### src/rtl/nubus_inc.sv
// Shared definitions for the NuBus card memory arbiter: FSM state encoding
// and the read data returned on a watchdog-terminated access.
package nubus_inc;
  typedef enum logic [1:0] {
    ARB_IDLE  = 2'd0,
    ARB_GNT_S = 2'd1,
    ARB_GNT_L = 2'd2,
    ARB_DONE  = 2'd3
  } arb_state_t;

  localparam logic [31:0] TIMEOUT_RDATA = 32'hFFFF_FFFF;
endpackage

### src/rtl/nubus_mem_arbiter_if.sv
// Bundle of the slave-path, local-CPU and memory-port signals around the arbiter.
interface nubus_mem_arbiter_if;
  import nubus_inc::*;

  // Handshake: a requester raises x_valid with stable wstrb/addr/wdata and holds
  // it until x_ready pulses for exactly one cycle; x_err/x_rdata are meaningful
  // only in that cycle. The memory port keeps m_* stable while m_valid is high
  // and completes with a single-cycle m_ready.
  logic        s_valid;
  logic [3:0]  s_wstrb;
  logic [31:0] s_addr;
  logic [31:0] s_wdata;
  logic [31:0] s_rdata;
  logic        s_ready;
  logic        s_err;

  logic        l_valid;
  logic        l_lock;
  logic [3:0]  l_wstrb;
  logic [31:0] l_addr;
  logic [31:0] l_wdata;
  logic [31:0] l_rdata;
  logic        l_ready;
  logic        l_err;

  logic        m_valid;
  logic [3:0]  m_wstrb;
  logic [31:0] m_addr;
  logic [31:0] m_wdata;
  logic [31:0] m_rdata;
  logic        m_ready;

  logic        locked;
  arb_state_t  dbg_state;

  modport slave (
    input  s_valid, s_wstrb, s_addr, s_wdata,
    output s_rdata, s_ready, s_err,
    input  l_valid, l_lock, l_wstrb, l_addr, l_wdata,
    output l_rdata, l_ready, l_err,
    output m_valid, m_wstrb, m_addr, m_wdata,
    input  m_rdata, m_ready,
    output locked, dbg_state
  );

  modport master (
    output s_valid, s_wstrb, s_addr, s_wdata,
    input  s_rdata, s_ready, s_err,
    output l_valid, l_lock, l_wstrb, l_addr, l_wdata,
    input  l_rdata, l_ready, l_err,
    input  m_valid, m_wstrb, m_addr, m_wdata,
    output m_rdata, m_ready,
    input  locked, dbg_state
  );
endinterface

### src/rtl/nubus_arb_timer.sv
// Grant watchdog: counts enabled cycles from a clear and flags when the count
// reaches the loaded limit.
module nubus_arb_timer #(
  parameter int W = 8
) (
  input  logic         clk,
  input  logic         rst,
  input  logic         clr,
  input  logic         en,
  input  logic [W-1:0] limit,
  output logic         expire
);
  logic [W-1:0] cnt_q, cnt_d;

  assign expire = en && (cnt_q == limit);

  always_comb begin
    cnt_d = cnt_q;
    if (clr) begin
      cnt_d = '0;
    end else if (en && !expire) begin
      cnt_d = cnt_q + W'(1);
    end
  end

  always_ff @(posedge clk or posedge rst) begin
    if (rst) begin
      cnt_q <= '0;
    end else begin
      cnt_q <= cnt_d;
    end
  end
endmodule

### src/rtl/nubus_mem_arbiter.sv
// Two-way arbiter for the card memory port: NuBus slave priority, local-CPU
// fairness after a slave burst, local lock for RMW, and a grant watchdog.
module nubus_mem_arbiter
  import nubus_inc::*;
#(
  parameter int SLAVE_BURST_MAX = 4,
  parameter int TIMEOUT_CLOCKS  = 64
) (
  input  logic                mem_clk,
  input  logic                mem_reset,
  nubus_mem_arbiter_if.slave  bus
);
  localparam logic [3:0] FAIR_MAX = 4'(SLAVE_BURST_MAX);
  localparam logic [7:0] TO_LIMIT = 8'(TIMEOUT_CLOCKS - 1);

  arb_state_t  state_q, state_d;
  logic        m_valid_q, m_valid_d;
  logic [3:0]  m_wstrb_q, m_wstrb_d;
  logic [31:0] m_addr_q, m_addr_d;
  logic [31:0] m_wdata_q, m_wdata_d;
  logic        locked_q, locked_d;
  logic [3:0]  fair_q, fair_d;

  logic in_s, in_l, in_gnt, grant_s, grant_l, expire, timed_out, finish;

  assign in_s   = (state_q == ARB_GNT_S);
  assign in_l   = (state_q == ARB_GNT_L);
  assign in_gnt = in_s || in_l;

  // While locked the slave is never considered; otherwise local wins only when
  // the slave is idle or has used up its burst allowance.
  assign grant_l = (state_q == ARB_IDLE) && bus.l_valid &&
                   (locked_q || (fair_q == FAIR_MAX) || !bus.s_valid);
  assign grant_s = (state_q == ARB_IDLE) && !locked_q && bus.s_valid && !grant_l;

  nubus_arb_timer #(.W(8)) u_timer (
    .clk    (mem_clk),
    .rst    (mem_reset),
    .clr    (grant_s || grant_l),
    .en     (in_gnt),
    .limit  (TO_LIMIT),
    .expire (expire)
  );

  assign timed_out = expire && !bus.m_ready;
  assign finish    = in_gnt && (bus.m_ready || expire);

  always_comb begin
    state_d   = state_q;
    m_valid_d = m_valid_q;
    m_wstrb_d = m_wstrb_q;
    m_addr_d  = m_addr_q;
    m_wdata_d = m_wdata_q;
    locked_d  = locked_q;
    fair_d    = fair_q;
    case (state_q)
      ARB_IDLE: begin
        if (grant_s) begin
          state_d   = ARB_GNT_S;
          m_valid_d = 1'b1;
          m_wstrb_d = bus.s_wstrb;
          m_addr_d  = bus.s_addr;
          m_wdata_d = bus.s_wdata;
          if (!bus.l_valid)           fair_d = '0;
          else if (fair_q != FAIR_MAX) fair_d = fair_q + 4'd1;
        end else if (grant_l) begin
          state_d   = ARB_GNT_L;
          m_valid_d = 1'b1;
          m_wstrb_d = bus.l_wstrb;
          m_addr_d  = bus.l_addr;
          m_wdata_d = bus.l_wdata;
          fair_d    = '0;
          locked_d  = bus.l_lock;
        end else if (!bus.l_valid) begin
          locked_d = 1'b0;
        end
      end
      ARB_GNT_S, ARB_GNT_L: begin
        if (finish) begin
          m_valid_d = 1'b0;
          state_d   = ARB_DONE;
        end
      end
      ARB_DONE: state_d = ARB_IDLE;
      default:  state_d = ARB_IDLE;
    endcase
  end

  always_ff @(posedge mem_clk or posedge mem_reset) begin
    if (mem_reset) begin
      state_q   <= ARB_IDLE;
      m_valid_q <= 1'b0;
      m_wstrb_q <= '0;
      m_addr_q  <= '0;
      m_wdata_q <= '0;
      locked_q  <= 1'b0;
      fair_q    <= '0;
    end else begin
      state_q   <= state_d;
      m_valid_q <= m_valid_d;
      m_wstrb_q <= m_wstrb_d;
      m_addr_q  <= m_addr_d;
      m_wdata_q <= m_wdata_d;
      locked_q  <= locked_d;
      fair_q    <= fair_d;
    end
  end

  // Completion toward the granted requester follows m_ready combinationally;
  // the other requester sees all zeros.
  assign bus.s_ready   = in_s && (bus.m_ready || expire);
  assign bus.s_err     = in_s && timed_out;
  assign bus.s_rdata   = !in_s ? 32'h0 : (timed_out ? TIMEOUT_RDATA : bus.m_rdata);
  assign bus.l_ready   = in_l && (bus.m_ready || expire);
  assign bus.l_err     = in_l && timed_out;
  assign bus.l_rdata   = !in_l ? 32'h0 : (timed_out ? TIMEOUT_RDATA : bus.m_rdata);
  assign bus.m_valid   = m_valid_q;
  assign bus.m_wstrb   = m_wstrb_q;
  assign bus.m_addr    = m_addr_q;
  assign bus.m_wdata   = m_wdata_q;
  assign bus.locked    = locked_q;
  assign bus.dbg_state = state_q;
endmodule

### src/flat_wrapper.sv
// flat-port wrapper written by rule: the top's interface ports become plain ports
module nubus_mem_arbiter_flat import nubus_inc::*;
#(
  parameter int SLAVE_BURST_MAX = 4,
  parameter int TIMEOUT_CLOCKS  = 64
)
  (mem_clk, mem_reset, bus_s_valid, bus_s_wstrb, bus_s_addr, bus_s_wdata, bus_s_rdata, bus_s_ready, bus_s_err, bus_l_valid, bus_l_lock, bus_l_wstrb, bus_l_addr, bus_l_wdata, bus_l_rdata, bus_l_ready, bus_l_err, bus_m_valid, bus_m_wstrb, bus_m_addr, bus_m_wdata, bus_m_rdata, bus_m_ready, bus_locked, bus_dbg_state);
  nubus_mem_arbiter_if bus_i ();
  input  logic mem_clk;
  input  logic mem_reset;
  input wire logic [$bits(bus_i.s_valid)-1:0] bus_s_valid;
  input wire logic [$bits(bus_i.s_wstrb)-1:0] bus_s_wstrb;
  input wire logic [$bits(bus_i.s_addr)-1:0] bus_s_addr;
  input wire logic [$bits(bus_i.s_wdata)-1:0] bus_s_wdata;
  output wire logic [$bits(bus_i.s_rdata)-1:0] bus_s_rdata;
  output wire logic [$bits(bus_i.s_ready)-1:0] bus_s_ready;
  output wire logic [$bits(bus_i.s_err)-1:0] bus_s_err;
  input wire logic [$bits(bus_i.l_valid)-1:0] bus_l_valid;
  input wire logic [$bits(bus_i.l_lock)-1:0] bus_l_lock;
  input wire logic [$bits(bus_i.l_wstrb)-1:0] bus_l_wstrb;
  input wire logic [$bits(bus_i.l_addr)-1:0] bus_l_addr;
  input wire logic [$bits(bus_i.l_wdata)-1:0] bus_l_wdata;
  output wire logic [$bits(bus_i.l_rdata)-1:0] bus_l_rdata;
  output wire logic [$bits(bus_i.l_ready)-1:0] bus_l_ready;
  output wire logic [$bits(bus_i.l_err)-1:0] bus_l_err;
  output wire logic [$bits(bus_i.m_valid)-1:0] bus_m_valid;
  output wire logic [$bits(bus_i.m_wstrb)-1:0] bus_m_wstrb;
  output wire logic [$bits(bus_i.m_addr)-1:0] bus_m_addr;
  output wire logic [$bits(bus_i.m_wdata)-1:0] bus_m_wdata;
  input wire logic [$bits(bus_i.m_rdata)-1:0] bus_m_rdata;
  input wire logic [$bits(bus_i.m_ready)-1:0] bus_m_ready;
  output wire logic [$bits(bus_i.locked)-1:0] bus_locked;
  output wire logic [$bits(bus_i.dbg_state)-1:0] bus_dbg_state;
  assign bus_i.s_valid = bus_s_valid;
  assign bus_i.s_wstrb = bus_s_wstrb;
  assign bus_i.s_addr = bus_s_addr;
  assign bus_i.s_wdata = bus_s_wdata;
  assign bus_s_rdata = bus_i.s_rdata;
  assign bus_s_ready = bus_i.s_ready;
  assign bus_s_err = bus_i.s_err;
  assign bus_i.l_valid = bus_l_valid;
  assign bus_i.l_lock = bus_l_lock;
  assign bus_i.l_wstrb = bus_l_wstrb;
  assign bus_i.l_addr = bus_l_addr;
  assign bus_i.l_wdata = bus_l_wdata;
  assign bus_l_rdata = bus_i.l_rdata;
  assign bus_l_ready = bus_i.l_ready;
  assign bus_l_err = bus_i.l_err;
  assign bus_m_valid = bus_i.m_valid;
  assign bus_m_wstrb = bus_i.m_wstrb;
  assign bus_m_addr = bus_i.m_addr;
  assign bus_m_wdata = bus_i.m_wdata;
  assign bus_i.m_rdata = bus_m_rdata;
  assign bus_i.m_ready = bus_m_ready;
  assign bus_locked = bus_i.locked;
  assign bus_dbg_state = bus_i.dbg_state;
  nubus_mem_arbiter #(.SLAVE_BURST_MAX(SLAVE_BURST_MAX), .TIMEOUT_CLOCKS(TIMEOUT_CLOCKS)) u_core (.mem_clk(mem_clk), .mem_reset(mem_reset), .bus(bus_i));
endmodule
### config.mk
export PLATFORM = sky130hd
export DESIGN_NAME = nubus_mem_arbiter_flat
export DESIGN_NICKNAME = d
export VERILOG_FILES = /design/src/rtl/nubus_inc.sv /design/src/rtl/nubus_mem_arbiter_if.sv /design/src/rtl/nubus_arb_timer.sv /design/src/rtl/nubus_mem_arbiter.sv /design/src/flat_wrapper.sv
export SDC_FILE = /design/constraint.sdc
export NUM_CORES = 1
export LEC_CHECK = 0
export ABC_AREA = 0
export BUFFER_PORTS_ARGS = -buffer_cell sky130_fd_sc_hd__buf_4
export CORE_AREA = 2 2 120 122
export CTS_CLUSTER_DIAMETER = 100
export CTS_CLUSTER_SIZE = 40
export DETAILED_ROUTE_END_ITERATION = 8
export DIE_AREA = 0 0 122 124
export HOLD_SLACK_MARGIN = 0.05
export PLACE_DENSITY_LB_ADDON = 0.15
export SKIP_CTS_REPAIR_TIMING = 1
export SYNTH_ARGS = -nofsm -noshare
export SYNTH_HDL_FRONTEND = slang
export SYNTH_SLANG_ARGS = --single-unit
export TNS_END_PERCENT = 20
### constraint.sdc
create_clock -name mem_clk -period 5.2 [get_ports mem_clk]
set_input_delay 0.52 -clock mem_clk [delete_from_list [all_inputs] [get_ports mem_clk]]
set_output_delay 0.52 -clock mem_clk [all_outputs]
set_load 0.02 [all_outputs]
==> flow_metrics.env, run 1 <==
export IMPL_run_status="completed"
export IMPL_synth_area_in_xor_xnor_pct=0.766
export IMPL_ys_seq_area_share_pct=46.0
export IMPL_area_fraction_in_and_or_nand_and_nor_cells_after_synthesis_pct=27.1
export IMPL_clock_fmax_mhz=319
export IMPL_floorplan_core_area_sq_um=13700
export IMPL_growth_of_design_area_from_synthesis_to_finish_pct=60.0
export IMPL_cell_taking_the_most_area_after_synthesis="sky130_fd_sc_hd__dfrtp_1"
export IMPL_cellInternalPower_mw=2.32
export IMPL_critPathKind="flip-flop to output pin"
export IMPL_synthesis_yosys_warnings=0
export IMPL_path_cells="inv_1 > ha_1 > nor2b_1 > nand3_2 > nand2_1 > buf_4"
export IMPL_grt_max_degree=66
export IMPL_grt_remaining_overflow=0
export IMPL_synth_async_reset_ratio_pct=100
export IMPL_syn_area_sq_um=4570
export IMPL_rr_worst_depth=7
export IMPL_insertion_delay_ns=0.34
export IMPL_detailedRoute_firstIterationViolations=286
export IMPL_route_vias_total=5300
export IMPL_drt_vias_per_instance=4.86
export IMPL_power_ir_vdd_worst_mv=0.285
export IMPL_synth_edff_count=0
export IMPL_synth_area_mux_share_pct=0.492
export IMPL_power_total_mw=4.20
export IMPL_clock_sinks=84
export IMPL_power_density_cell_area_nw_per_um2=574
export IMPL_floorplan_io_pins=314
export IMPL_final_layout_size_suffix_gt1_share_pct=38.2
export IMPL_pwr_share_comb_pct=57.3
export IMPL_grt_first_pass_wirelength_mm=25.5
export IMPL_groute_usage_overall_pct=21.4
export IMPL_reg2reg_setup_slack_ns=2.64
export IMPL_worst_setup_hold_path_clk_slew_ns=0.06
export IMPL_critPathMaxStageDelay_ns=0.57
export IMPL_critical_register_to_register_path_endpoint="u_core.bus.m_wstrb[2]"
export IMPL_cts_buffers=9
export IMPL_synthesis_area_per_instance_sq_um=7.38
export IMPL_synth_compound_area_share_pct=18.5
export IMPL_crit_slowest_cell="sky130_fd_sc_hd__nand3_2"
export IMPL_clk_root_buffer_cell="sky130_fd_sc_hd__clkbuf_16"
export IMPL_worst_hold_path_type="primary input to async pin"
export IMPL_cp_num_buf_inv=2
export IMPL_synth_top_area_share_pct=46.0
export IMPL_power_clock_fraction_pct=15.4
export IMPL_cp_top_family="simple AND/OR/NAND/NOR gates"
export IMPL_ratio_of_final_minimum_period_to_clock_period_pct=60.2
export IMPL_worstMarginPinSlew_ns=1.02
export IMPL_worst_ep_arrival_ns=2.61
export IMPL_yosys_register_bits=84
export IMPL_power_share_switching_pct=44.9
export IMPL_placementRows=43
export IMPL_synth_lib_cells_used_distinct=40
export IMPL_clk_path_buf_depth=2
export IMPL_vias_in_the_first_global_route=5038
export IMPL_floorplan_die_width_um=122
export IMPL_max_cap_violations=0
export IMPL_first_pass_drt_iterations=4
export IMPL_synth_area_top_cells="sky130_fd_sc_hd__dfrtp_1 46%, sky130_fd_sc_hd__nand2_1 17%, sky130_fd_sc_hd__a21oi_1 15%"
export IMPL_drt_wl_total_mm=16.4
export IMPL_ant_nets=0
export IMPL_drv_slew=0
export IMPL_route_detailed_wl_per_inst_um=15.1
export IMPL_antenna_diodes=0
export IMPL_slew_limit_headroom_pct=31.6
export IMPL_cts_htree_levels=3
export IMPL_synthesis_instances=620
export IMPL_synth_top_family_by_area="simple AND/OR/NAND/NOR gates"
export IMPL_dieHeight_um=124
export IMPL_setup_violations_final=0
export IMPL_static_leakage_power_nw=4.09
export IMPL_gp_weighted_congestion=0.782
export IMPL_critical_path_peak_fanout=33
export IMPL_drc=0
export IMPL_crit_reg2reg_launch="u_core.bus.dbg_state[1]"
export IMPL_initial_antenna_violation_count=0
export IMPL_setup_repair_after_global_routing_missed_its_margin="no"
export IMPL_adder_and_majority_cell_fraction_of_the_synthesized_area_pct=1.91
export IMPL_nets=1086
export IMPL_critical_path_endpoint_type="output pin"
export IMPL_worst_setup_path_start_kind="flip-flop"
export IMPL_detailedPlacementHpwl_mm=11.6
export IMPL_postSynthNetCount=801
export IMPL_fin_setup_tns_ns=0
export IMPL_fp_dieArea_sq_um=15100
export IMPL_crit_required_ns=4.68
export IMPL_dominant_synthesized_flop_cell="sky130_fd_sc_hd__dfrtp_1"
export IMPL_buffer_ports_inserted=313
export IMPL_hold_viol=0
export IMPL_switch_pwr_mw=1.89
export IMPL_tritoncts="done"
export IMPL_floorplan_initialDensity_pct=33.3
export IMPL_worst_path_stages=6
export IMPL_layout_min_cycle_time_ns=3.13
export IMPL_finalClockSkew_ns=0.00738
export IMPL_seq_power_share_pct=27.3
## worst register-to-register path, delay by kind of cell, from the launching register on
| kind | cells | cell delay, ns |
|---|---|---|
| compound gates | 2 | 0.34 |
| fa+ha+maj | 1 | 0.29 |
| buf+inv | 2 | 0.62 |
| flops | 1 | 0.42 |
| simple gates | 2 | 0.81 |
## synthesized netlist by cell type (2+ instances only)
master                     count
sky130_fd_sc_hd__clkbuf_1     26
sky130_fd_sc_hd__dfrtp_1      84
sky130_fd_sc_hd__nand2_1     205
sky130_fd_sc_hd__nand3_1       4
sky130_fd_sc_hd__nand3_2       2
sky130_fd_sc_hd__a21oi_1     141
sky130_fd_sc_hd__nand4_1       2
sky130_fd_sc_hd__mux2_1        2
sky130_fd_sc_hd__o311ai_0      3
sky130_fd_sc_hd__inv_2         2
sky130_fd_sc_hd__nor2b_1       4
sky130_fd_sc_hd__nor2_1       73
sky130_fd_sc_hd__ha_1          7
sky130_fd_sc_hd__buf_1         4
sky130_fd_sc_hd__inv_1        11
sky130_fd_sc_hd__xor2_1        3
sky130_fd_sc_hd__nor3_1        3
sky130_fd_sc_hd__buf_2        15
sky130_fd_sc_hd__o21ai_0       8
## per-layer routing
layer	vias to the layer above	global-route usage (%)	part of all wire, %
met5	-	0	0
li1	2593	-	-
met3	22	5.91	7.8
met1	2490	25.6	40
met2	195	37.4	51
met4	0	6.82	1.6
## cell families after synthesis
kind of cell / count (synthesis)
AO/OA/AOI/OAI: 160
flip-flops: 84
buffers and inverters: 59
AND/OR/NAND/NOR: 304
XOR/XNOR: 4
adder cells (fa/ha/maj): 7
multiplexers: 2
## power groups by stage
stage               clock (mW)  combinational, mW  sequential (mW)
floorplan                    0               1.09             1.47
global placement             0               2.44             1.14
detailed placement           0               2.43             1.15
CTS                      0.666               2.43             1.15
global route             0.705               2.65             1.19
finish                   0.649               2.41             1.15
## registers in the layout, summed over array words and instances, names as in the netlist
signal	cells
u_core.bus.m_valid	1
u_core.bus.m_addr	32
u_core.bus.locked	1
u_core.bus.m_wstrb	4
u_core.bus.dbg_state	2
u_core.bus.m_wdata	32
u_core.fair_q	4
u_core.u_timer.cnt_q	8
## through the flow
step                      hold slack, ns  utilization (%)  setup WS [ns]  instances  cell area, sq um
after floorplan                    0.494                -           2.51        620              4570
after global placement             0.509             51.2           2.45       1074              7020
after detailed placement           0.513             51.2           2.41       1074              7020
after CTS                          0.139             53.4           2.02       1090              7320
after global routing               0.158             53.4           1.83       1090              7320
final                              0.138             53.4           2.07       1090              7320
## worst max path at each step
stage,endpoint,slack (ns),start
2_1_floorplan,u_core.bus.dbg_state[0],2.51,mem_reset
3_3_place_gp,bus_l_rdata[20],2.45,u_core.bus.dbg_state[1]
3_5_place_dp,bus_l_rdata[20],2.41,u_core.bus.dbg_state[1]
4_1_cts,bus_l_rdata[5],2.02,u_core.bus.dbg_state[1]
5_1_grt,bus_l_rdata[5],1.83,u_core.u_timer.cnt_q[0]
6_report,bus_l_rdata[22],2.07,u_core.bus.dbg_state[1]
## placed cells by master (no fill, tap or decap), types with 3 or more instances in the layout
| master | Yosys | final |
|---|---|---|
| sky130_fd_sc_hd__a21oi_1 | 141 | 141 |
| sky130_fd_sc_hd__buf_4 | 1 | 320 |
| sky130_fd_sc_hd__clkbuf_16 | 0 | 9 |
| sky130_fd_sc_hd__clkinv_2 | 0 | 3 |
| sky130_fd_sc_hd__dfrtp_1 | 84 | 84 |
| sky130_fd_sc_hd__ha_1 | 7 | 7 |
| sky130_fd_sc_hd__inv_1 | 11 | 10 |
| sky130_fd_sc_hd__nand2_1 | 205 | 204 |
| sky130_fd_sc_hd__nand3_1 | 4 | 4 |
| sky130_fd_sc_hd__nor2_1 | 73 | 73 |
| sky130_fd_sc_hd__nor2b_1 | 4 | 4 |
| sky130_fd_sc_hd__nor3_1 | 3 | 3 |
| sky130_fd_sc_hd__o21ai_0 | 8 | 7 |
| sky130_fd_sc_hd__o311ai_0 | 3 | 3 |
| sky130_fd_sc_hd__xor2_1 | 3 | 3 |
## final cells by class
type                    count  area (sq um)
flip-flops and latches     84          2100
clock inverters             4          48.8
inverters                  13          50.0
clock buffers              12           246
repair buffers            320          2400
fillers                  1347          6400
well taps                 180           225
multi-input cells         477          2240
Power figures use the tool's default switching activity.
==> inputs of run 2 (changes only) <==
Settings changed: CORE_AREA 2 2 120 122 to 2 2 123 125, DIE_AREA 0 0 122 124 to 0 0 125 127.
Clock period 5.2 ns to 2.85 ns, I/O delays scaled along.
==> flow_metrics.env, run 2 (synthesized netlist as in run 1, its figures left out) <==
export IMPL_drv_slew=0
export IMPL_worst_setup_path_start_kind="flip-flop"
export IMPL_worst_setup_hold_path_clk_slew_ns=0.06
export IMPL_clk_path_buf_depth=2
export IMPL_critical_path_peak_fanout=33
export IMPL_critPathKind="flip-flop to output pin"
export IMPL_grt_first_pass_wirelength_mm=26.3
export IMPL_hold_viol=0
export IMPL_worstMarginPinSlew_ns=1.04
export IMPL_initial_antenna_violation_count=0
export IMPL_crit_slowest_cell="sky130_fd_sc_hd__nor4_4"
export IMPL_layout_min_cycle_time_ns=2.52
export IMPL_insertion_delay_ns=0.34
export IMPL_critPathMaxStageDelay_ns=0.50
export IMPL_slew_limit_headroom_pct=30.5
export IMPL_dieHeight_um=127
export IMPL_setup_violations_final=0
export IMPL_path_cells="ha_1 > inv_1 > nor4_4 > nand3_2 > buf_4 > nand2_1 > buf_4"
export IMPL_reg2reg_setup_slack_ns=0.82
export IMPL_layout_cells_most_common_list="322 x sky130_fd_sc_hd__buf_4, 204 x sky130_fd_sc_hd__nand2_1, 141 x sky130_fd_sc_hd__a21oi_1, 84 x sky130_fd_sc_hd__dfrtp_1, 73 x sky130_fd_sc_hd__nor2_1"
export IMPL_crit_required_ns=2.57
export IMPL_first_pass_drt_iterations=4
export IMPL_detailedPlacementHpwl_mm=11.8
export IMPL_vias_in_the_first_global_route=5101
export IMPL_placementRows=44
export IMPL_crit_reg2reg_launch="u_core.bus.dbg_state[0]"
export IMPL_rr_worst_depth=7
export IMPL_setup_ws_ns=0.329
export IMPL_gp_weighted_congestion=0.793
export IMPL_drc=0
export IMPL_worst_hold_path_type="primary input to async pin"
export IMPL_cts_buffers=9
export IMPL_critical_path_endpoint_type="output pin"
export IMPL_tritoncts="done"
export IMPL_clock_fmax_mhz=397
export IMPL_detailedRoute_firstIterationViolations=282
export IMPL_floorplan_core_area_sq_um=14400
export IMPL_clock_sinks=84
export IMPL_drt_vias_per_instance=4.73
export IMPL_run_status="completed"
export IMPL_nets=1092
export IMPL_route_vias_total=5208
export IMPL_groute_usage_overall_pct=20.3
export IMPL_power_ir_vdd_worst_mv=0.595
export IMPL_growth_of_design_area_from_synthesis_to_finish_pct=62.4
export IMPL_static_leakage_power_nw=4.12
export IMPL_finalClockSkew_ns=0.00509
export IMPL_dpl_worst_slack_ns=0.715
export IMPL_clk_root_buffer_cell="sky130_fd_sc_hd__clkbuf_16"
export IMPL_power_density_cell_area_nw_per_um2=1050
export IMPL_buffer_ports_inserted=313
export IMPL_floorplan_initialDensity_pct=31.7
export IMPL_ratio_of_final_minimum_period_to_clock_period_pct=88.5
export IMPL_final_layout_size_suffix_gt1_share_pct=38.8
export IMPL_ant_nets=0
export IMPL_grt_max_degree=70
export IMPL_nFillCells=1441
export IMPL_fp_dieArea_sq_um=15900
export IMPL_critical_register_to_register_path_endpoint="u_core.bus.dbg_state[1]"
export IMPL_timing_critical_path_mode_cell="sky130_fd_sc_hd__buf_4"
export IMPL_setup_repair_after_global_routing_missed_its_margin="no"
export IMPL_fin_setup_tns_ns=0
export IMPL_worst_ep_arrival_ns=2.24
export IMPL_floorplan_io_pins=314
export IMPL_cts_htree_levels=3
export IMPL_layout_commonest_cell="sky130_fd_sc_hd__buf_4"
export IMPL_drt_wl_total_mm=16.4
export IMPL_antenna_diodes=0
export IMPL_floorplan_die_width_um=125
export IMPL_route_detailed_wl_per_inst_um=14.9
export IMPL_max_cap_violations=0
export IMPL_grt_remaining_overflow=0
[run 2: cell count changes in the layout (fill, tap and decap cells not counted)]
cell and delta:
sky130_fd_sc_hd__clkinvlp_4 +3, sky130_fd_sc_hd__clkinv_2 -2, sky130_fd_sc_hd__buf_4 +2, sky130_fd_sc_hd__buf_12 +4
sky130_fd_sc_hd__clkbuf_1 -1
[run 2: area by class of cell]
| type | instances | area [sq um] | area share, % |
|---|---|---|---|
| timing repair buffer | 326 | 2500 | 33.6 |
| inverter | 13 | 50.0 | 0.674 |
| multi-input combinational | 477 | 2240 | 30.2 |
| clock buffer | 11 | 243 | 3.27 |
| sequential | 84 | 2100 | 28.3 |
| tap | 184 | 230 | 3.10 |
| clock inverter | 5 | 61.3 | 0.825 |
[run 2: how the worst max path moves through the flow]
stage	start	to	slack, ns
finish	u_core.u_timer.cnt_q[0]	bus_l_rdata[28]	0.33
global route	u_core.u_timer.cnt_q[0]	bus_l_rdata[20]	0.12
CTS	u_core.u_timer.cnt_q[0]	bus_l_rdata[28]	0.33
detailed placement	u_core.u_timer.cnt_q[0]	bus_l_rdata[28]	0.71
global placement	bus_s_valid	u_core.bus.m_addr[29]	0.76
floorplan	mem_reset	u_core.bus.dbg_state[0]	0.40
[run 2: per-stage QoR]
stage          hold slack, ns  util [%]  power, mW  cells  area, sq um
2_1_floorplan           0.414         -       4.67    620         4570
3_3_place_gp            0.508      49.4       6.60   1084         7120
3_5_place_dp            0.509      49.4       6.63   1084         7120
4_1_cts                 0.139      51.5       7.86   1100         7430
5_1_grt                 0.166      51.5       8.34   1100         7430
6_report                0.106      51.5       7.77   1100         7430
[run 2: worst max-delay path, delay by kind of cell (launching register included)]
kind	cells	cell delay [ns]
flip-flops	1	0.41
buffers and inverters	3	0.50
adder cells (fa/ha/maj)	1	0.23
AND/OR/NAND/NOR	3	0.73
[run 2: where the power goes]
part           leakage [nW]  internal, mW  total (mW)  switching (mW)
Clock                 0.138         0.705        1.20           0.494
Sequential            0.957          1.75        2.10           0.347
Combinational          3.02          1.85        4.47            2.62
Total                  4.12          4.30        7.77            3.46
[run 2: metal layers]
metal	vias to the layer above	share of wire [%]	track usage [%]
met1	2375	40	24.7
met2	198	50	33.7
met4	0	2.7	7.78
li1	2607	-	-
met5	-	0	0
met3	28	8.0	6.66
